==> src/rtl/sha256_uart_pkg.sv <==
// Shared types, constants and the nibble-to-ASCII helper for the SHA-256 digest UART transmitter.
// Latency: n/a (declarations only).
// Backpressure: n/a.
package sha256_uart_pkg;

    // Union of the parent (IDLE/LOAD/STOP/DONE) and serialiser (IDLE/START/DATA/STOP) states
    typedef enum logic [2:0] {
        ST_IDLE  = 3'd0,
        ST_LOAD  = 3'd1,
        ST_START = 3'd2,
        ST_DATA  = 3'd3,
        ST_STOP  = 3'd4,
        ST_DONE  = 3'd5
    } state_e;

    // 27 MHz board clock / 115200 baud
    localparam int DEFAULT_CLKS_PER_BIT = 234;

    localparam logic [7:0] ASCII_CR = 8'h0D;
    localparam logic [7:0] ASCII_LF = 8'h0A;

    // Lowercase hex digit for one nibble: 0-9 -> '0'-'9', 10-15 -> 'a'-'f'
    function automatic logic [7:0] nib2ascii(input logic [3:0] nib);
        if (nib < 4'd10) begin
            return 8'h30 + {4'h0, nib};
        end
        return 8'h57 + {4'h0, nib};
    endfunction

endpackage

==> src/rtl/sha256_digest_tx_uart.sv <==
// 8N1 UART byte serialiser with a valid/ready byte input.
// Latency: start bit on the line the cycle after a byte is accepted; frame = 10*CLKS_PER_BIT cycles.
// Backpressure: o_byte_rdy high when idle or in the last stop-bit cycle, so frames can run back to back.
module uart_tx_8n1
    import sha256_uart_pkg::*;
#(
    parameter int CLKS_PER_BIT = DEFAULT_CLKS_PER_BIT
) (
    input  logic       i_clk,
    input  logic       i_rst,
    input  logic       i_byte_vld,
    input  logic [7:0] i_byte_dat,
    output logic       o_byte_rdy,
    output logic       o_uart_tx
);

    localparam int CW = (CLKS_PER_BIT > 1) ? $clog2(CLKS_PER_BIT) : 1;
    localparam logic [CW-1:0] BAUD_LAST = CW'(CLKS_PER_BIT - 1);

    state_e        r_state;
    state_e        w_state_nxt;
    logic [CW-1:0] r_baud;
    logic [CW-1:0] w_baud_nxt;
    logic [2:0]    r_bit;
    logic [2:0]    w_bit_nxt;
    logic [7:0]    r_byte;
    logic [7:0]    w_byte_nxt;
    logic          r_tx;
    logic          w_tx_nxt;
    logic          w_bit_end;

    assign w_bit_end  = (r_baud == BAUD_LAST);
    // Accepting in the final stop-bit cycle is what removes the inter-frame gap
    assign o_byte_rdy = (r_state == ST_IDLE) || ((r_state == ST_STOP) && w_bit_end);
    assign o_uart_tx  = r_tx;

    // Next-state, counter reloads and the registered line level
    always_comb begin
        w_state_nxt = r_state;
        w_baud_nxt  = w_bit_end ? '0 : r_baud + 1'b1;
        w_bit_nxt   = r_bit;
        w_byte_nxt  = r_byte;
        case (r_state)
            ST_IDLE: begin
                w_baud_nxt = '0;
                w_bit_nxt  = 3'd0;
                if (i_byte_vld) begin
                    w_state_nxt = ST_START;
                    w_byte_nxt  = i_byte_dat;
                end
            end
            ST_START: begin
                if (w_bit_end) begin
                    w_state_nxt = ST_DATA;
                    w_bit_nxt   = 3'd0;
                end
            end
            ST_DATA: begin
                if (w_bit_end) begin
                    if (r_bit == 3'd7) begin
                        w_state_nxt = ST_STOP;
                        w_bit_nxt   = 3'd0;
                    end else begin
                        w_bit_nxt = r_bit + 3'd1;
                    end
                end
            end
            ST_STOP: begin
                if (w_bit_end) begin
                    if (i_byte_vld) begin
                        w_state_nxt = ST_START;
                        w_byte_nxt  = i_byte_dat;
                    end else begin
                        w_state_nxt = ST_IDLE;
                    end
                end
            end
            default: begin
                w_state_nxt = ST_IDLE;
                w_baud_nxt  = '0;
                w_bit_nxt   = 3'd0;
            end
        endcase

        // Line is driven from a flop so it cannot glitch; only START/DATA ever pull it low
        if (w_state_nxt == ST_START) begin
            w_tx_nxt = 1'b0;
        end else if (w_state_nxt == ST_DATA) begin
            w_tx_nxt = w_byte_nxt[w_bit_nxt];
        end else begin
            w_tx_nxt = 1'b1;
        end
    end

    // State, counters, shift byte and line register
    always_ff @(posedge i_clk) begin
        if (i_rst) begin
            r_state <= ST_IDLE;
            r_baud  <= '0;
            r_bit   <= 3'd0;
            r_byte  <= 8'h00;
            r_tx    <= 1'b1;
        end else begin
            r_state <= w_state_nxt;
            r_baud  <= w_baud_nxt;
            r_bit   <= w_bit_nxt;
            r_byte  <= w_byte_nxt;
            r_tx    <= w_tx_nxt;
        end
    end

endmodule

==> src/rtl/sha256_digest_tx.sv <==
// Sends a captured 256-bit SHA-256 digest over an 8N1 UART, as 64 hex chars + CR LF or as 32 raw bytes.
// Latency: first start bit the cycle after capture; done pulses the cycle after the last stop bit.
// Backpressure: digest_ready only in IDLE/DONE; digest and digest_valid are ignored while busy.
module sha256_digest_tx
    import sha256_uart_pkg::*;
#(
    parameter int CLKS_PER_BIT = DEFAULT_CLKS_PER_BIT,
    parameter int ASCII_HEX    = 1
) (
    input  logic         clk,
    input  logic         rst,
    input  logic [255:0] digest,
    input  logic         digest_valid,
    output logic         digest_ready,
    output logic         uart_tx,
    output logic         busy,
    output logic         done
);

    localparam int         NCHARS    = (ASCII_HEX != 0) ? 66 : 32;
    localparam logic [6:0] LAST_CHAR = 7'(NCHARS - 1);

    state_e       r_state;
    state_e       w_state_nxt;
    logic [255:0] r_digest;
    logic [6:0]   r_char;
    logic [7:0]   w_char_reg;
    logic [7:0]   w_char_first;
    logic         w_byte_vld;
    logic [7:0]   w_byte_dat;
    logic         w_byte_rdy;
    logic         w_accept;

    assign w_accept = digest_valid && digest_ready;

    uart_tx_8n1 #(
        .CLKS_PER_BIT (CLKS_PER_BIT)
    ) u_uart (
        .i_clk      (clk),
        .i_rst      (rst),
        .i_byte_vld (w_byte_vld),
        .i_byte_dat (w_byte_dat),
        .o_byte_rdy (w_byte_rdy),
        .o_uart_tx  (uart_tx)
    );

    // Character selection: char 0 comes straight from the input so the serialiser can start on the
    // capture edge; later chars come from the captured copy indexed by the char counter
    always_comb begin
        w_char_reg   = 8'h00;
        w_char_first = 8'h00;
        if (ASCII_HEX != 0) begin
            w_char_first = nib2ascii(digest[255:252]);
            if (r_char == 7'd64) begin
                w_char_reg = ASCII_CR;
            end else if (r_char == 7'd65) begin
                w_char_reg = ASCII_LF;
            end else begin
                w_char_reg = nib2ascii(r_digest[{~r_char[5:0], 2'b00} +: 4]);
            end
        end else begin
            w_char_first = digest[255:248];
            w_char_reg   = r_digest[{~r_char[4:0], 3'b000} +: 8];
        end
    end

    // Parent FSM: LOAD offers chars to the serialiser, STOP waits out the final frame
    always_comb begin
        w_state_nxt  = r_state;
        w_byte_vld   = 1'b0;
        w_byte_dat   = w_char_reg;
        digest_ready = 1'b0;
        busy         = 1'b0;
        done         = 1'b0;
        case (r_state)
            ST_IDLE, ST_DONE: begin
                // The serialiser is always idle here, so a handshake starts it immediately
                digest_ready = 1'b1;
                done         = (r_state == ST_DONE);
                w_state_nxt  = ST_IDLE;
                if (digest_valid) begin
                    w_byte_vld  = 1'b1;
                    w_byte_dat  = w_char_first;
                    w_state_nxt = ST_LOAD;
                end
            end
            ST_LOAD: begin
                busy       = 1'b1;
                w_byte_vld = 1'b1;
                if (w_byte_rdy && (r_char == LAST_CHAR)) begin
                    w_state_nxt = ST_STOP;
                end
            end
            ST_STOP: begin
                busy = 1'b1;
                if (w_byte_rdy) begin
                    w_state_nxt = ST_DONE;
                end
            end
            default: begin
                w_state_nxt = ST_IDLE;
            end
        endcase
    end

    // State register
    always_ff @(posedge clk) begin
        if (rst) begin
            r_state <= ST_IDLE;
        end else begin
            r_state <= w_state_nxt;
        end
    end

    // Digest capture and char counter; the counter parks on the last char and never wraps
    always_ff @(posedge clk) begin
        if (rst) begin
            r_digest <= '0;
            r_char   <= 7'd0;
        end else if (w_accept) begin
            r_digest <= digest;
            r_char   <= 7'd1;
        end else if ((r_state == ST_LOAD) && w_byte_rdy && (r_char != LAST_CHAR)) begin
            r_char <= r_char + 7'd1;
        end else if ((r_state == ST_STOP) && w_byte_rdy) begin
            r_char <= 7'd0;
        end
    end

endmodule

==> config.mk <==
export PLATFORM = sky130hd
export DESIGN_NAME = sha256_digest_tx
export DESIGN_NICKNAME = d
export VERILOG_FILES = /design/src/rtl/sha256_uart_pkg.sv /design/src/rtl/sha256_digest_tx_uart.sv /design/src/rtl/sha256_digest_tx.sv
export SDC_FILE = /design/constraint.sdc
export NUM_CORES = 1
export LEC_CHECK = 0
export ABC_AREA = 1
export BUFFER_PORTS_ARGS = -buffer_cell sky130_fd_sc_hd__buf_2
export CORE_AREA = 2 2 199 201
export CTS_CLUSTER_SIZE = 14
export DETAILED_ROUTE_END_ITERATION = 12
export DIE_AREA = 0 0 201 203
export SLEW_MARGIN = 40
export SYNTH_ARGS = -nofsm -noshare
export SYNTH_HDL_FRONTEND = slang
export SYNTH_SLANG_ARGS = --single-unit
==> constraint.sdc <==
create_clock -name clk -period 5.8 [get_ports clk]
set_input_delay 1.16 -clock clk [delete_from_list [all_inputs] [get_ports clk]]
set_output_delay 1.16 -clock clk [all_outputs]
set_load 0.01 [all_outputs]
==> run summary, run 1 <==
run status - finished clean
setup slack after layout - 2310 ps
worst setup path startpoint - r_char[0]
FMAX - 287 MHz
I/O pin cnt - 263
number of setup violations in the final report - 0
Hold Path Class - register to register
wire length per cell - 16.5 um
Synth Warn # - 0
ys flop type - dfxtp_1
CTS buffer count - 35
antenna violations before repair - 2
worst path required time - 6200 ps
Critical Path AT - 3890 ps
CP endpoint kind - register
share of cells above drive strength 1 - 0.165
all-layer global routing usage - 0.214
Mapped Nets - 2238
fin crit share - 0.602
# resized after CTS - 0
DRT antenna net count - 0
Post-Synth Simple-Gate Area - 0.264
vias in the first global route - 12700
Leak Pwr - 6.88 nW
total grt overflow - 0
core footprint - 0.0385 mm2
FP Rows - 72
post-synthesis sequential element count - 288
Slew headroom - 0.384
Seq/Total Area, Yosys - 0.433
Final nets - 2410
die area - 0.0408 mm2
Worst-Skew Late Latency - 510 ps
pwr dens - 493 mW/mm2
VDD IR max - 0.000236 V
worst hold margin - 455 ps
Setup Skew - 7.11 ps
post-CTS setup buffer count - 0
RSZ-0062 raised after global routing - false
final instance area - 0.0159 mm2
H-tree depth - 2
routed wire length - 44200 um
Inserted Diodes - 0
TritonRoute pass-1 iters - 5
crit path max fanout - 73
Post-synth ARST share - 0
hold depth - 2
CTS tree - built
Via density - 4.91
main combinational cell family by area after synthesis - simple AND/OR/NAND/NOR gates
XOR/XNOR Fraction of Synth Area - 0.00197
post-synthesis adder-cell area fraction - 0.0113
Synth Area in Compound Gates - 0.199
clock period minus worst slack - 3490 ps
Hold Violations, Final - 0
RR Startpoint - r_char[0]
TritonCTS Sinks - 288
setup_tns - 0 ps
Critical Path Source Type - register
synthesized area - 0.0133 mm2
Root Driver - clkbuf_16
Post-synth EDFFs - 0
Power Total - 7.85 mW
Die X - 201 um
# hold bufs at CTS - 0
pre-CTS setup slack - 2310 ps
worst r2r path cells - 22
violation count after the first detailed-route iteration - 884
Hold Startpoint - r_digest[54]
Die H - 203 um
first-pass GRT wire length - 69500 um
Synth cell types - 40
Worst Tran Pin Value - 924 ps
DRC - 0
CP Class - register to register
fillcell total - 4128
Avg Cell Area, Syn - 6.78 um2
post-synthesis cell count - 1967
Placed Area - 0.0147 mm2
dpl cells - 2620
placer congestion estimate - 0.839
post-synthesis mux area share - 0
port bufs - 262
Reg clk slew, reported paths - 60 ps
area delta synth->final - 19.4%
HPWL Detailed - 31000 um
max-cap viol count - 0
reg2reg setup slack - 2310 ps
clock buffer depth - 3
Vias - 13200
Final Max Slew Viols - 0
end-of-flow core utilization - 0.414
initial core utilization - 0.347
Non-Filler Instances - 2679
largest net degree at the start of global routing - 211
final cells by class:
class	count	area, um2	share of cell area
well taps	518	648	0.0407
clock buffers	42	942	0.0592
repair buffers	274	1420	0.0893
inverters	141	543	0.0341
multi-input cells	1399	6350	0.399
clock inverters	17	233	0.0146
flip-flops and latches	288	5770	0.363
where the power goes:
part	internal, mW	switching, mW
registers	2.55	0.295
clock network	1.38	0.865
logic	0.884	1.87
total	4.82	3.03
Yosys cell counts (3+ instances only):
cell | instances | share of area
o21ai_0 | 300 | 0.11
buf_1 | 5 | 0.0014
ha_1 | 12 | 0.011
nand3_1 | 108 | 0.041
nor2_1 | 498 | 0.14
nand2_2 | 3 | 0.0014
inv_2 | 9 | 0.0025
dfxtp_1 | 288 | 0.43
buf_2 | 22 | 0.0083
a211oi_1 | 4 | 0.0023
nand2_1 | 250 | 0.070
inv_1 | 132 | 0.037
nor3_1 | 8 | 0.0030
buf_4 | 7 | 0.0039
xor2_1 | 3 | 0.0020
o211ai_1 | 28 | 0.016
buf_6 | 15 | 0.013
o21ai_1 | 27 | 0.010
a21oi_1 | 131 | 0.049
clkbuf_1 | 90 | 0.025
or2_2 | 3 | 0.0014
state kept, by name, indices dropped and copies added (netlist names):
signal and flops:
r_char 7, r_digest 256, r_state 2, u_uart.o_uart_tx 1
u_uart.r_baud 8, u_uart.r_bit 3, u_uart.r_byte 8, u_uart.r_state 3
per-layer routing:
metal,global-route usage,up-vias,wire [um]
met2,0.326,380,18800
met3,0.0266,64,2300
met1,0.317,6017,22100
li1,-,6704,-
met5,0,-,13
met4,0.0582,2,1030
kinds of logic after synthesis:
family | count (synthesis)
flops | 288
xor+xnor | 3
compound gates | 502
simple gates | 882
fa+ha+maj | 12
buf+inv | 280
cells in the final DEF, fill, tap and decap left out, drive strengths merged, types with 2 or more instances in the layout:
| cell type | count |
|---|---|
| a211oi | 4 |
| a21oi | 132 |
| a221oi | 2 |
| buf | 274 |
| bufinv | 5 |
| clkbuf | 42 |
| clkinv | 8 |
| clkinvlp | 3 |
| dfxtp | 288 |
| ha | 12 |
| inv | 142 |
| nand2 | 253 |
| nand3 | 108 |
| nor2 | 501 |
| nor3 | 8 |
| nor3b | 2 |
| nor4 | 2 |
| o211ai | 29 |
| o21ai | 327 |
| o22ai | 2 |
| or2 | 5 |
| xor2 | 3 |
worst max-delay path, cell delays in order (launching register included):
cell and delay, ps:
dfxtp_4 740, buf_4 710, o21ai_0 190, o211ai_1 230
nand3_1 100, nand2_1 110, nand3_1 100, nand2_1 140
inv_2 50, ha_1 270, inv_1 40, nand3_1 70
nand2_1 50, nand2_1 60, nand2_1 50, nand2_1 50
nand2_1 60, nand2_1 70, nand2_1 50, nand2_1 60
nand2_1 50, nand2_1 60, nand2_1 40
final timing paths:
path / to
setup / recovery: u_uart.o_uart_tx
hold / removal: r_digest[54]
setup reg to reg: u_uart.o_uart_tx
hold reg to reg: r_digest[54]
Note: power is estimated with default switching activity, not from simulation.
==> run 2, diff against run 1 <==
--- a/config.mk
+++ b/config.mk
@@ -5,12 +5,12 @@
 export SDC_FILE = /design/constraint.sdc
 export NUM_CORES = 1
 export LEC_CHECK = 0
-export ABC_AREA = 1
+export ABC_AREA = 0
 export BUFFER_PORTS_ARGS = -buffer_cell sky130_fd_sc_hd__buf_2
-export CORE_AREA = 2 2 199 201
+export CORE_AREA = 2 2 194 196
 export CTS_CLUSTER_SIZE = 14
 export DETAILED_ROUTE_END_ITERATION = 12
-export DIE_AREA = 0 0 201 203
+export DIE_AREA = 0 0 196 198
 export SLEW_MARGIN = 40
 export SYNTH_ARGS = -nofsm -noshare
 export SYNTH_HDL_FRONTEND = slang
==> constraint.sdc (replaced) <==
create_clock -name clk -period 3.34 [get_ports clk]
set_input_delay 0.668 -clock clk [delete_from_list [all_inputs] [get_ports clk]]
set_output_delay 0.668 -clock clk [all_outputs]
set_load 0.01 [all_outputs]
==> run summary, run 2 <==
Final nets - 2039 (-15%)
Mapped Nets - 1820 (-19%)
Inserted Diodes - 0 (unchanged)
commonest non-fill, non-tap cell in the layout - nand2_1
first-pass GRT wire length - 62700 um (-9.8%)
Via density - 5.14 (+4.5%)
crit path max fanout - 16 (-78%)
run status - finished clean
Multi-input gate area - 0.00645 mm2 (+1.5%)
CP endpoint kind - register
final instance area - 0.0157 mm2 (-1.4%)
wire length per cell - 18.2 um (+10%)
synthesized area - 0.0128 mm2 (-4.3%)
end-of-flow core utilization - 0.425 (+0.0110)
HPWL Detailed - 30600 um (-1.4%)
Reg clk slew, reported paths - 60 ps (about the same)
placer congestion estimate - 0.897 (+6.9%)
count leader, synth - nand2_1
Die X - 196 um (-2.5%)
DRC - 0 (unchanged)
Non-Filler Instances - 2267 (-15%)
TritonRoute pass-1 iters - 5 (unchanged)
Leak Pwr - 6.14 nW (-11%)
Synth Warn # - 0 (unchanged)
Post-synth ARST share - 0 (unchanged)
all-layer global routing usage - 0.205 (-0.00877)
fillcell total - 3780 (-8.4%)
Root Driver - clkbuf_16
routed wire length - 41400 um (-6.5%)
area delta synth->final - 23.0%
Synth top cells by count - nand2_1 (558), dfxtp_1 (288), a21oi_1 (287)
core footprint - 0.0370 mm2 (-3.9%)
post-synth top area cell - dfxtp_1
Worst-Skew Late Latency - 560 ps (+50 ps)
setup slack after layout - 178 ps (-2130 ps)
pwr dens - 780 mW/mm2 (+58%)
max-cap viol count - 0 (unchanged)
TritonCTS Sinks - 288 (unchanged)
I/O pin cnt - 263 (unchanged)
Most flops, register - r_digest
CP Class - register to register
hold depth - 3 (+1)
worst r2r path cells - 11 (-50%)
ys flop type - dfxtp_1
Critical Path AT - 3640 ps (-250 ps)
largest registers - r_digest (256), u_uart.r_baud (8), u_uart.r_byte (8)
max FFs per register - 256 (unchanged)
largest net degree at the start of global routing - 147 (-30%)
share of cells above drive strength 1 - 0.240 (+0.0746)
Placed Area - 0.0145 mm2 (-1.5%)
violation count after the first detailed-route iteration - 972 (+10%)
DRT antenna net count - 0 (unchanged)
post-synthesis sequential element count - 288 (unchanged)
Post-synth EDFFs - 0 (unchanged)
CTS buffer count - 31 (-11%)
Avg Cell Area, Syn - 8.24 um2 (+22%)
FMAX - 316 MHz (+10%)
CTS tree - built
FP Rows - 71 (-1.4%)
# hold bufs at CTS - 0 (unchanged)
Synth cell types - 62 (+55%)
Power Total - 12.2 mW (+56%)
Hold Violations, Final - 0 (unchanged)
worst path required time - 3820 ps (-2380 ps)
Hold Path Class - primary input to register
Seq/Total Area, Yosys - 0.452 (+0.0193)
initial core utilization - 0.345 (-0.00120)
Vias - 11600 (-12%)
Critical Path Source Type - register
Die H - 198 um (-2.5%)
Slew headroom - 0.502 (+0.118)
post-synthesis cell count - 1549 (-21%)
H-tree depth - 1 (-1)
Final Max Slew Viols - 0 (unchanged)
total grt overflow - 0 (unchanged)
register area - 0.00577 mm2 (about the same)
antenna violations before repair - 0 (-2)
fin crit share - 0.947 (+0.345)
share of the synthesized area in the top cell type - 0.452 (+0.0193)
main area contributors after synthesis - dfxtp_1 (45%), nand2_1 (16%), a21oi_1 (11%)
worst hold margin - 344 ps (-112 ps)
number of setup violations in the final report - 0 (unchanged)
setup_tns - 0 ps (unchanged)
dpl cells - 2204 (-16%)
Worst Tran Pin Value - 747 ps (-176 ps)
most frequent cells in the layout - nand2_1 (557), a21oi_1 (287), dfxtp_1 (285)
Setup Skew - 14.6 ps (+7.51 ps)
die area - 0.0388 mm2 (-4.9%)
RSZ-0062 raised after global routing - false
port bufs - 262 (unchanged)
clock buffer depth - 3 (unchanged)
vias in the first global route - 11300 (-11%)
pre-CTS setup slack - -70.8 ps (-2380 ps)
VDD IR max - 0.000433 V (+83%)
clock period minus worst slack - 3160 ps (-328 ps)
[run 2: final cells by class]
cell class              count  share of cell area
clock buffers              39              0.0539
multi-input cells        1129               0.411
inverters                  15             0.00359
repair buffers            303               0.109
clock inverters            19              0.0172
flip-flops and latches    288               0.368
well taps                 474              0.0378
[run 2: repair_timing]
action,CTS,global route
pin swaps,0,0
hold endpoints to repair,0,0
resized for setup,1,0
setup buffers,1,4
cloned,0,0
setup endpoints to repair,2,1
[run 2: cell families after synthesis]
logic type	synth area share
and+or+nand+nor	0.207
buffers and inverters	0.0435
adders and majority gates	0.0118
xor gates and xnor gates	0.00480
muxes	0.125
AOI/OAI and AO/OA	0.157
DFF	0.452
[run 2: final timing paths]
kind,from,endpoint,slack (ps)
max,r_char[1],u_uart.o_uart_tx,180
min,digest[3],r_digest[3],340
max reg2reg,r_char[1],u_uart.o_uart_tx,180
min reg2reg,u_uart.r_byte[7],u_uart.r_byte[7],450
[run 2: metal layers]
layer / global-route usage / wire length, um
met4: 0.0480 / 784
met5: 0 / 0
met3: 0.0254 / 2010
met2: 0.346 / 19800
met1: 0.281 / 18700
[run 2: where the power goes]
part,switching (mW),internal [mW]
logic,2.27,1.55
registers,0.528,4.18
clock network,1.45,2.26
total,4.25,8.00
[run 2: worst max-delay path, stage by stage (launching register included)]
cell and delay, ps:
dfxtp_4 540, buf_4 250, mux4_2 310, a2111oi_1 580, a32o_1 260, nor3_1 80
inv_2 90, ha_1 200, o211ai_1 120, nor3b_1 170, o31a_1 290, a211oi_2 180
==> run 3, diff against run 2 <==
==> constraint.sdc (replaced) <==
create_clock -name clk -period 2.8 [get_ports clk]
set_input_delay 0.56 -clock clk [delete_from_list [all_inputs] [get_ports clk]]
set_output_delay 0.56 -clock clk [all_outputs]
set_load 0.01 [all_outputs]
==> run summary, run 3 (synthesis gave the netlist of run 2 again) <==
VDD IR max - 0.000510 V (+18%)
end-of-flow core utilization - 0.433 (+0.00846)
run status - finished with violations
DRT antenna net count - 0 (unchanged)
antenna violations before repair - 2 (+2)
Most flops, register - r_digest
die area - 0.0388 mm2 (unchanged)
Hold Path Class - primary input to register
HPWL Detailed - 30300 um (-0.88%)
violation count after the first detailed-route iteration - 814 (-16%)
I/O pin cnt - 263 (unchanged)
gr busiest metal - met2
Critical Path AT - 3440 ps (-200 ps)
Final nets - 2077 (+1.9%)
hold depth - 3 (unchanged)
port bufs - 262 (unchanged)
RSZ-0062 raised after global routing - true
Vias - 11800 (+1.2%)
max FFs per register - 256 (unchanged)
Multi-input gate area - 0.00657 mm2 (+1.8%)
largest registers - r_digest (256), u_uart.r_baud (8), u_uart.r_byte (8)
CTS tree - built
failing checks - negative setup slack
Worst-Skew Late Latency - 560 ps (about the same)
worst path required time - 3280 ps (-540 ps)
reg2reg setup slack - -150 ps (-330 ps)
FP Rows - 71 (unchanged)
Non-Filler Instances - 2305 (+1.7%)
Worst Tran Pin Value - 743 ps (-4.08 ps)
register area - 0.00577 mm2 (unchanged)
share of cells above drive strength 1 - 0.263 (+0.0232)
core footprint - 0.0370 mm2 (unchanged)
Setup Skew - 14.7 ps (+0.110 ps)
placer congestion estimate - 0.847 (-5.5%)
routed wire length - 40700 um (-1.7%)
CTS buffer count - 31 (unchanged)
Hold Startpoint - digest[4]
fin crit share - 1.05 (+0.108)
worst r2r path cells - 11 (unchanged)
CP Class - register to register
pre-CTS setup slack - -342 ps (-272 ps)
crit path max fanout - 8 (-8)
worst r2r dst - u_uart.o_uart_tx
# hold bufs at CTS - 0 (unchanged)
vias in the first global route - 11500 (+1.9%)
Die X - 196 um (unchanged)
most frequent cells in the layout - nand2_1 (557), a21oi_1 (287), dfxtp_1 (285)
initial core utilization - 0.345 (unchanged)
Via density - 5.11 (-0.47%)
setup slack after layout - -152 ps (-330 ps)
met2 layer usage reported by global route - 0.338 (-0.00870)
dpl cells - 2238 (+1.5%)
hold endpoint - r_digest[4]
Leak Pwr - 6.31 nW (+2.8%)
Final Max Slew Viols - 0 (unchanged)
area delta synth->final - 25.5%
Reg clk slew, reported paths - 60 ps (about the same)
number of setup violations in the final report - 1 (+1)
total grt overflow - 0 (unchanged)
DRC - 0 (unchanged)
all-layer global routing usage - 0.204 (-0.00153)
largest net degree at the start of global routing - 132 (-10%)
clock period minus worst slack - 2950 ps (-210 ps)
H-tree depth - 1 (unchanged)
Power Total - 14.4 mW (+18%)
pwr dens - 900 mW/mm2 (+15%)
clock buffer depth - 3 (unchanged)
Root Driver - clkbuf_16
Slew headroom - 0.504 (+0.00272)
first-pass GRT wire length - 62300 um (-0.69%)
Die H - 198 um (unchanged)
wire length per cell - 17.7 um (-3.3%)
met3 Usage GRT - 0.0281 (+0.00273)
TritonRoute pass-1 iters - 5 (unchanged)
FMAX - 339 MHz (+7.1%)
Critical Path Source Type - register
fillcell total - 3778 (-0.053%)
max-cap viol count - 0 (unchanged)
RR Startpoint - r_char[0]
Hold Violations, Final - 0 (unchanged)
commonest non-fill, non-tap cell in the layout - nand2_1
CP endpoint kind - register
TritonCTS Sinks - 288 (unchanged)
grt met1 use - 0.275 (-0.00587)
## run 3: cell count changes in the layout (fill, tap and decap cells not counted), moves of 3 or more
cell,before,now
nor3_1,16,12
clkbuf_8,5,8
buf_4,33,66
buf_6,2,5
nor3_2,0,3
bufinv_16,6,1
clkbuf_1,4,8
## run 3: worst max-delay path by stage
| stage | from | end | slack [ps] | cells after the start |
|---|---|---|---|---|
| 3_3_place_gp | r_char[0] | u_uart.o_uart_tx | -280 | 12 |
| 4_1_cts | r_char[0] | u_uart.o_uart_tx | -160 | 11 |
| 3_5_place_dp | r_char[0] | u_uart.o_uart_tx | -340 | 12 |
| 2_1_floorplan | r_char[0] | u_uart.o_uart_tx | -190 | 13 |
| 6_report | r_char[0] | u_uart.o_uart_tx | -150 | 11 |
| 5_1_grt | r_char[0] | u_uart.o_uart_tx | -270 | 11 |
## run 3: through the flow
| step | setup TNS, ps | hold WS (ps) | cell area (um2) |
|---|---|---|---|
| after floorplan | -187 | 414 | 12800 |
| after global placement | -567 | 428 | 14800 |
| after detailed placement | -843 | 434 | 14800 |
| after CTS | -163 | 211 | 15900 |
| after global routing | -415 | 221 | 16000 |
| final | -152 | 232 | 16000 |
## run 3: layout make-up
class | count | area share
clock buffers | 46 | 0.0563
diodes | 2 | 0.000313
well taps | 474 | 0.0370
clock inverters | 10 | 0.00539
repair buffers | 341 | 0.127
flip-flops and latches | 288 | 0.361
inverters | 15 | 0.00352
multi-input cells | 1129 | 0.410
## run 3: power by group
group	internal [mW]	switching, mW	leakage [nW]	total, mW
Combinational	2.07	2.82	3.47	4.89
Sequential	4.99	0.547	2.36	5.53
Clock	2.31	1.68	0.480	3.99
Total	9.36	5.05	6.31	14.4
## run 3: repair_timing
item | CTS | global route
pin swaps | 5 | 11
resized for setup | 12 | 18
endpoints found under the setup margin | 7 | 6
setup buffers | 7 | 2
hold endpoints to repair | 0 | 0
## run 3: critical path: stages, from the launching register on
cell and delay (ps):
dfxtp_4 380, buf_12 150, mux4_2 520, mux4_2 520, o21ai_2 140, nor2_2 50, a31oi_2 180, ha_2 220
o211ai_1 110, nor3b_1 160, o31a_1 250, a211oi_2 190
## run 3: metal layers
metal	part of all wire	up-vias
li1	-	5787
met2	0.47	311
met5	0	-
met3	0.048	76
met4	0.032	0
met1	0.45	5613
